**config.mk**
```make
export PLATFORM = sky130hd
export DESIGN_NAME = usr_counted
export DESIGN_NICKNAME = d
export VERILOG_FILES = /design/src/rtl/usr_pkg.sv /design/src/rtl/usr_shift_step.sv /design/src/rtl/usr_counted.sv
export SDC_FILE = /design/constraint.sdc
export NUM_CORES = 1
export LEC_CHECK = 0
export BUFFER_PORTS_ARGS = -buffer_cell sky130_fd_sc_hd__buf_2
export CORE_UTILIZATION = 52
export CTS_CLUSTER_DIAMETER = 120
export DETAILED_ROUTE_END_ITERATION = 12
export HOLD_SLACK_MARGIN = 0.06
export PLACE_DENSITY = 0.91
export SYNTH_ARGS = -nofsm -noshare
export SYNTH_HDL_FRONTEND = slang
export SYNTH_SLANG_ARGS = --single-unit
export TNS_END_PERCENT = 5
```
**constraint.sdc**
```tcl
create_clock -name CLK -period 1.95 [get_ports CLK]
set_input_delay 0.2925 -clock CLK [delete_from_list [all_inputs] [get_ports CLK]]
set_output_delay 0.2925 -clock CLK [all_outputs]
set_load 0.005 [all_outputs]
```
**src/rtl/usr_pkg.sv**
```systemverilog
// usr_pkg: shared op, fill and state encodings for the universal shift register
package usr_pkg;
    typedef enum logic [1:0] {SEL_LOAD, SEL_SHR, SEL_SHL, SEL_HOLD} sel_t;
    typedef enum logic [1:0] {FILL_SERIAL, FILL_ROT, FILL_ARITH, FILL_ZERO} fill_t;
    typedef enum logic {ST_IDLE, ST_SHIFT} state_t;
endpackage

```
**src/rtl/usr_shift_step.sv**
```systemverilog
// usr_shift_step: one-position shift with fill selection; bit 0 is the MSB
module usr_shift_step import usr_pkg::*; #(
    parameter int WIDTH = 36
) (
    input  logic [0:WIDTH-1] q,
    input  logic             dir,
    input  fill_t            fill,
    input  logic             sin_l,
    input  logic             sin_r,
    output logic [0:WIDTH-1] q_next,
    output logic             bit_out
);
    logic fill_r, fill_l;
    assign fill_r  = fill == FILL_SERIAL ? sin_l : fill == FILL_ROT ? q[WIDTH-1] : fill == FILL_ARITH ? q[0] : 1'b0;
    assign fill_l  = fill == FILL_SERIAL ? sin_r : fill == FILL_ROT ? q[0] : 1'b0;
    assign q_next  = dir ? {q[1:WIDTH-1], fill_l} : {fill_r, q[0:WIDTH-2]};
    assign bit_out = dir ? q[0] : q[WIDTH-1];
endmodule

```
**src/rtl/usr_counted.sv**
```systemverilog
// usr_counted: universal shift register with a counted multi-step shift engine
module usr_counted import usr_pkg::*; #(
    parameter int WIDTH = 36,
    parameter int CW    = 8
) (
    input  logic             CLK,
    input  logic             RESET,
    input  logic [1:0]       SEL,
    input  logic [1:0]       FILL,
    input  logic             SIN_L,
    input  logic             SIN_R,
    input  logic [0:WIDTH-1] D,
    input  logic             START,
    input  logic             DIR,
    input  logic [CW-1:0]    COUNT,
    output logic [0:WIDTH-1] Q,
    output logic             SOUT,
    output logic             BUSY,
    output logic             DONE
);
    state_t          state;
    logic            dir_l;
    fill_t           fill_l;
    logic [CW-1:0]   remaining;
    sel_t            sel;
    logic            step_dir;
    fill_t           step_fill;
    logic [0:WIDTH-1] q_next;
    logic            bit_out;

    assign sel       = sel_t'(SEL);
    // The counted path uses the operands latched at START; the direct path uses live inputs.
    assign step_dir  = state == ST_SHIFT ? dir_l : sel == SEL_SHL;
    assign step_fill = state == ST_SHIFT ? fill_l : fill_t'(FILL);

    usr_shift_step #(.WIDTH(WIDTH)) u_step (
        .q(Q),
        .dir(step_dir),
        .fill(step_fill),
        .sin_l(SIN_L),
        .sin_r(SIN_R),
        .q_next(q_next),
        .bit_out(bit_out)
    );

    always_ff @(posedge CLK or posedge RESET) begin
        if (RESET) begin
            state     <= ST_IDLE;
            dir_l     <= 1'b0;
            fill_l    <= FILL_SERIAL;
            remaining <= '0;
            Q         <= '0;
            SOUT      <= 1'b0;
            BUSY      <= 1'b0;
            DONE      <= 1'b0;
        end else begin
            DONE <= 1'b0;
            if (state == ST_SHIFT) begin
                Q         <= q_next;
                SOUT      <= bit_out;
                remaining <= remaining - 1'b1;
                if (remaining == CW'(1)) begin
                    state <= ST_IDLE;
                    BUSY  <= 1'b0;
                    DONE  <= 1'b1;
                end
            end else if (START) begin
                dir_l     <= DIR;
                fill_l    <= fill_t'(FILL);
                remaining <= COUNT;
                if (COUNT != '0) begin
                    state <= ST_SHIFT;
                    BUSY  <= 1'b1;
                end else begin
                    DONE  <= 1'b1;
                end
            end else if (sel == SEL_LOAD) begin
                Q <= D;
            end else if (sel != SEL_HOLD) begin
                Q    <= q_next;
                SOUT <= bit_out;
            end
        end
    end
endmodule
```
# Yosys cells after proc, flatten, opt, wreduce, memory -nomap -nowiden
# Index checks and enable logic that the tools add are counted.
# word_totals
reg_bits	51
output_inout_bits	39
word_cells	60
# classes
add_sub_neg	1
eq_ne	8
muxes	31
bitwise_logic	1
n_reduce_logical	11
# op_table
op	count
2-to-1 mux 36 bit	5
2-to-1 mux 1 bit	23
2-to-1 mux 8 bit	2
equality test 8 x 1 -> 1 bit (second input constant)	1
nonzero test 8 bit	1
subtractor 8 x 1 -> 8 bit (second input constant)	1
AND reduction 3 bit	2
nonzero test 2 bit	3
equality test 2 bit (second input constant)	2
zero test 2 bit	2
!= test 2 x 1 -> 1 bit (second input constant)	2
!= test 2 bit (second input constant)	2
AND reduction 2 bit	2
nonzero test 3 bit	1
equality test 2 x 1 -> 1 bit (second input constant)	1
2-to-1 mux 2 bit	1
NOT 1 bit	1

# Longest topological paths before layout
# Gate-level depths: netlist (run 1).
# logic_depth
word_depth	10
mapped_depth	7
mapped_depth_nobuf	6

# Hierarchy
# A second synthesis (run 1) with hierarchy kept.
# hier_totals
hier_cells	250
hier_area_um2	3263.1
# by_module_without_submodules
module	instances	cells_each	area_each_um2	seq_area_each_um2
usr_counted	1	204	2628.8	1276.2
usr_shift_step	1	46	634.4	0.0

# Least setup slack after synthesis (run 1)
# Ideal clock, no wire load.
# synth_timing
path_type	flip-flop to flip-flop
from	register state
to	register Q[10] (netlist bit)
setup_ns	0.087
arrival_time_ns	1.526
slack_ns	0.337
path_stages_with_launch	8
path_cell_list	dfrtp_1 -> buf_6 -> or3_1 -> buf_2 -> o21a_1 -> buf_6 -> buf_6 -> a211oi_2
# synth_between
elab_chain_len	6
# synth_lines
element	line	rtl
from (decl)	usr_counted.sv:21	state_t state;
from (signal assigned)	usr_counted.sv:48	state <= ST_IDLE;
from (signal assigned)	usr_counted.sv:63	state <= ST_IDLE;
from (signal assigned)	usr_counted.sv:72	state <= ST_SHIFT;
2-to-1 mux 1 bit	usr_counted.sv:33	assign step_dir = state == ST_SHIFT ? dir_l : sel == SEL_SHL;
2-to-1 mux 36 bit	usr_shift_step.sv:16	assign q_next = dir ? {q[1:WIDTH-1], fill_l} : {fill_r, q[0:WIDTH-2]};
2-to-1 mux 36 bit	usr_counted.sv:79	end else if (sel != SEL_HOLD) begin
2-to-1 mux 36 bit	usr_counted.sv:77	end else if (sel == SEL_LOAD) begin
2-to-1 mux 36 bit	usr_counted.sv:67	end else if (START) begin
2-to-1 mux 36 bit	usr_counted.sv:58	if (state == ST_SHIFT) begin
to (signal assigned)	usr_counted.sv:59	Q <= q_next;
to (signal assigned)	usr_counted.sv:80	Q <= q_next;
to (decl)	usr_counted.sv:16	output logic [0:WIDTH-1] Q,
# Several ways; a longest one is shown, not always the timed one. The select of a mux whose other input is x is not followed.
# A chain may end at the register's enable or synchronous reset.

# Worst setup path after layout (run 1)
# layout_timing
from	register state
to	register Q[21] (netlist bit)
# The elaborated chain is that of the path after synthesis.

==> results of run 1 <==
## worst max path at each step
stage	depth (start not counted)	startpoint	end	slack, ns
3_3_place_gp	4	state	Q[16]	0.19
2_1_floorplan	7	state	Q[10]	0.34
5_1_grt	4	state	Q[21]	0.006
6_report	4	state	Q[21]	0.12
3_5_place_dp	4	state	Q[14]	0.07
4_1_cts	4	state	Q[8]	0.05
## metrics by stage
stage               setup WS (ns)  instances
floorplan                  0.3368        308
global placement           0.1936        461
detailed placement        0.07298        461
CTS                       0.04609        470
global route             0.005865        470
finish                     0.1179        470
## cells by family after synthesis
| kind of cell | after synthesis |
|---|---|
| simple gates | 120 |
| compound gates | 63 |
| flops | 51 |
| mux | 39 |
| buf+inv | 28 |
| xor+xnor | 5 |
| fa+ha+maj | 2 |
## layout make-up
| cell class | count | area, um2 |
|---|---|---|
| Multi-Input combinational cell | 229 | 1628 |
| Clock buffer | 6 | 82.58 |
| Fill cell | 446 | 1842 |
| Clock inverter | 2 | 35.03 |
| Sequential cell | 51 | 1276 |
| Timing Repair Buffer | 106 | 605.6 |
| Inverter | 4 | 15.01 |
| Tap cell | 72 | 90.09 |
## state kept, by name, summed over array words and instances, names as in the netlist
| register | count |
|---|---|
| Q | 36 |
| state | 1 |
| BUSY | 1 |
| DONE | 1 |
| remaining | 8 |
| fill_l | 2 |
| SOUT | 1 |
| dir_l | 1 |
## timing repair
item                                    CTS  global route
hold buffers                              1             0
endpoints found under the setup margin    0            12
endpoints found under the hold margin    23             0
gates resized for setup                   0             1
## tightest hold or removal path, delay by kind of cell
| family | cells | cell delay, ns |
|---|---|---|
| buffers and inverters | 1 | 0.08 |
| and+or+nand+nor | 2 | 0.09 |
## power breakdown
group          switching, mW  internal (mW)  leakage (nW)
sequential             0.613           1.60         0.571
clock                  0.348          0.415        0.0612
combinational           1.32           1.56          1.07
total                   2.28           3.57          1.71
## cells in the final DEF, fill, tap and decap left out, types with 2 or more instances in the layout
| cell | n |
|---|---|
| and3_1 | 2 |
| xnor2_1 | 2 |
| nor4_1 | 3 |
| a21oi_1 | 6 |
| nor3b_1 | 2 |
| xor2_1 | 3 |
| mux2i_1 | 38 |
| o21ai_0 | 6 |
| a221oi_1 | 2 |
| nor3_1 | 36 |
| inv_1 | 3 |
| nor2b_1 | 4 |
| buf_4 | 10 |
| nand2_1 | 22 |
| a211oi_1 | 9 |
| o21a_1 | 2 |
| buf_12 | 3 |
| nand2b_1 | 2 |
| buf_2 | 92 |
| clkbuf_8 | 6 |
| ha_1 | 2 |
| nor2_1 | 40 |
| a211oi_2 | 29 |
| or3_1 | 2 |
| dfrtp_1 | 51 |
## metal layers
| metal | vias to the layer above | share of wire, % | global-route usage [%] |
|---|---|---|---|
| met1 | 1283 | 45 | 34.96 |
| met5 | - | 0 | 0 |
| li1 | 1304 | - | - |
| met3 | 10 | 5.9 | 5.581 |
| met2 | 109 | 48 | 43.48 |
| met4 | 0 | 1.0 | 6.296 |
==> impl_metrics.ini, run 1 <==
[layout]
fin_nets = 453
layout-drive-gt1-share_pct = 37.44
final_util_pct = 66.96
antenna_cells = 0
area_delta_synth_final_pct = 22.30
fin_area_um2 = 3732

[clock_network]
cts-buffers-inserted = 5
path_clk_slew_ns = 0.09
tritoncts = done
post_cts.repair.setup_buffers = 0
clk_path_buf_depth = 2
ctsRootBufferMaster = clkbuf_8
clkSinkCount = 51
insertion_delay_ns = 0.31
cts.htree.levels = 2

[pwr]
power.density_nw_per_um2 = 1567
leakage_nw = 1.706
total_power_mw = 5.850
ir_worst_vdd_mv = 0.8055

[worst_setup_path]
worstPathCellList = or3_1 -> o21a_2 -> buf_4 -> a211oi_2
path_buf_inv = 1
r2r_start = state
reg2reg_to = Q[21]
worst_ep_required_time_ns = 2.17
slowest_stage = or3_1
worst_setup_path_start_kind = flop
cpPeakStageDelay_ns = 0.54
worst_setup_path_end_kind = flop
worstSetupPathType = reg2reg
cp.arrival_ns = 2.05
cp_top_family = simple AND/OR/NAND/NOR gates
regToRegSetupSlack_ns = 0.12
reg2reg_depth = 4
crit_path_max_fanout = 13

[sta]
setup_viol = 0
timing.final.crit_share_pct = 93.95
drv_slew = 0
max-slew-margin-rel_pct = 62.80
skew_ns = 0.001834
setup_tns_ns = 0
min_period_ns = 1.832
holdWs_ns = 0.1835
hold_violations = 0
rsz0062_at_grt = no
fmax_mhz = 545.8
worstMarginPinSlew_ns = 0.5559

[flow_run]
cap_viol_max_count = 0

[yosys]
synth_top_family_by_area = compound AO/OA/AOI/OAI gates
synth-xor-area-share_pct = 1.435
yosysSeqAreaShare_pct = 41.82
synth_fa_ha_area_share_pct = 0.8200
avgSynthCellArea_um2 = 9.908
synth-compound-area-share_pct = 19.52
syn-num-nets = 364
synth_seq_cells = 51
synth-warning-count = 0
synth-simple-area-share_pct = 18.37
async_flop_share_pct = 100.0
yosysMostFrequentCell = dfrtp_1
ys.flop_type = dfrtp_1
synth_edf_count = 0
synth_top_area_cell = dfrtp_1
synthTopCellsByArea = dfrtp_1 (42%), mux2i_1 (12%), a211oi_2 (12%)
netlist_top_cells_count = dfrtp_1 (51), nor2_1 (41), mux2i_1 (38), nor3_1 (36), a211oi_2 (29)
synth_area_um2 = 3052
synth_top_area_share_pct = 41.82
synthCells = 308
synth.area.mux_share_pct = 12.83
synthDistinctLibCells = 41

[routing]
dr.pass1.iters = 4
viasPerCell = 5.757
wirelength_mm = 7.688
first_iter_violations = 183
vias = 2706
drtAntennaViolNets = 0
wl_per_cell_um = 16.36
post-route-drc-count = 0

[floorplan]
die_h_um = 78.61
io_pins = 93
core_area_um2 = 5574
die_w_um = 78.61
dieArea_um2 = 6179
rows = 27
initial_core_util_pct = 54.75

[global_route]
track_usage_pct = 26.25
grt_pass1_vias = 2618
overflow = 0
grt_max_degree = 36
grt_antenna_before_repair = 0
grt_pass1_wl_mm = 12.65

[place]
port_buffers = 92
place_area_um2 = 3597
gp_congestion = 0.8711
place_hpwl_mm = 5.636

[outcome]
status = finished clean

[hold_path]
whs_endpoint = dir_l
hp-start = DIR
min_path_type = in2reg
min_delay_path_depth = 3
No activity file was read; power rests on OpenSTA's default activity.
==> run 2: changes to the inputs <==
BUFFER_PORTS_ARGS = not set   (was -buffer_cell sky130_fd_sc_hd__buf_2)
CORE_UTILIZATION = 55   (was 52)
DONT_BUFFER_PORTS = 1   (was not set)
PLACE_DENSITY = 0.8   (was 0.91)
==> impl_metrics.ini, run 2 (synthesis gave the netlist of run 1 again) <==
[floorplan]
rows = 26
die_h_um = 76.49
io_pins = 93
initial_core_util_pct = 58.27
dieArea_um2 = 5851
die_w_um = 76.49
core_area_um2 = 5238

[clock_network]
ctsHoldBuffers = 1
ctsRootBufferMaster = clkbuf_8
tritoncts = done
clkSinkCount = 51
post_cts.repair.setup_buffers = 0
path_clk_slew_ns = 0.10
post_cts_resized = 0
cts.htree.levels = 2
clk_path_buf_depth = 2
insertion_delay_ns = 0.31
cts-buffers-inserted = 5

[worst_setup_path]
reg2reg_depth = 4
worst_ep_required_time_ns = 2.17
r2r_start = state
cp.arrival_ns = 2.00
worst_setup_path_start_kind = flop
regToRegSetupSlack_ns = 0.17
worst_setup_path_end_kind = flop
crit_path_max_fanout = 36
reg2reg_to = Q[35]
worstSetupPathType = reg2reg

[sta]
rsz0062_at_grt = no
fmax_mhz = 561.9
holdWs_ns = 0.07762
max-slew-margin-rel_pct = 54.81
hold_violations = 0
drv_slew = 0
worstMarginPinSlew_ns = 0.6778
timing.final.crit_share_pct = 91.26
skew_ns = 0.007186
min_period_ns = 1.780
setup_viol = 0
setup_tns_ns = 0

[pwr]
seqPwrFrac_pct = 41.3
power.density_nw_per_um2 = 1691
ir_worst_vdd_mv = 0.7108
power_frac_clock_pct = 16.0
pwr-share-comb_pct = 42.7
switching_share_pct = 38.76
leakage_nw = 1.348
power.switching_mw = 2.139
p_int_mw = 3.380
total_power_mw = 5.519

[routing]
drtAntennaViolNets = 0
wl_per_cell_um = 18.49
post-route-drc-count = 0
vias = 2349
first_iter_violations = 157
wirelength_mm = 6.880
viasPerCell = 6.315
dr.pass1.iters = 4

[layout]
final_cell_mix = dfrtp_1 (51), nor2_1 (40), mux2i_1 (38), nor3_1 (36), a211oi_2 (29)
top_regs = Q x36, remaining x8, fill_l x2
area_delta_synth_final_pct = 6.929
layout_commonest_cell = dfrtp_1
fin_nets = 357
fill_cells = 437
largest_register_ffs = 36
seq_area_um2 = 1276
antenna_cells = 0
multi_input_area_um2 = 1620
largest-register = Q
layout-drive-gt1-share_pct = 17.55

[global_route]
grt_pass1_wl_mm = 11.17
track_usage_pct = 23.66
grt_max_degree = 37
grt_pass1_vias = 2367
overflow = 0
grt_antenna_before_repair = 0

[hold_path]
hp-start = FILL[0]
min_delay_path_depth = 2
whs_endpoint = fill_l[0]
min_path_type = in2reg

[outcome]
status = finished clean

[place]
place_hpwl_mm = 4.774
gp_congestion = 0.7775
port_buffers = 0

[flow_run]
cap_viol_max_count = 0
## run 2: per-stage QoR
stage / area, um2 / util, % / instances / setup WS (ns)
after global routing: 3263 / 62.30 / 372 / 0.1169
after floorplan: 3052 / - / 308 / 0.3368
after detailed placement: 3117 / 59.51 / 363 / 0.2118
final: 3263 / 62.30 / 372 / 0.1704
after global placement: 3117 / 59.51 / 363 / 0.2793
after CTS: 3263 / 62.30 / 372 / 0.1832
## run 2: power groups by stage
stage                     clock network (mW)  logic, mW  registers [mW]
after global placement                     0       2.28            2.28
final                                  0.885       2.36            2.28
after CTS                              0.897       2.37            2.27
after floorplan                            0       2.08            2.08
after detailed placement                   0       2.37            2.28
after global routing                   0.937       2.58            2.34
## run 2: per-layer routing
layer  GRT usage (%)  vias up  routed length [um]
li1                -     1105                   -
met1           29.02     1126                3013
met2           39.10      100                3207
met3           6.946       18                 490
met4           9.231        0                 170
met5               0        -                   0
## run 2: how the worst max path moves through the flow
| stage | startpoint | to | slack [ns] |
|---|---|---|---|
| finish | state | Q[35] | 0.17 |
| global route | state | Q[0] | 0.12 |
| detailed placement | state | Q[35] | 0.21 |
| CTS | state | Q[35] | 0.18 |
| global placement | state | Q[35] | 0.28 |
| floorplan | state | Q[10] | 0.34 |
## run 2: worst max-delay path, stage by stage (launching register included)
cell and delay [ns]:
dfrtp_1 0.42, or3_1 0.41, buf_4 0.26, or3b_2 0.49
o211ai_1 0.11
## run 2: cell type report
class                      instances  share of cell area [%]
tap                               70                   2.684
inverter                           4                  0.4601
sequential                        51                   39.11
clock inverter                     3                   2.071
multi-input combinational        229                   49.65
timing repair buffer              10                   3.911
clock buffer                       5                   2.109
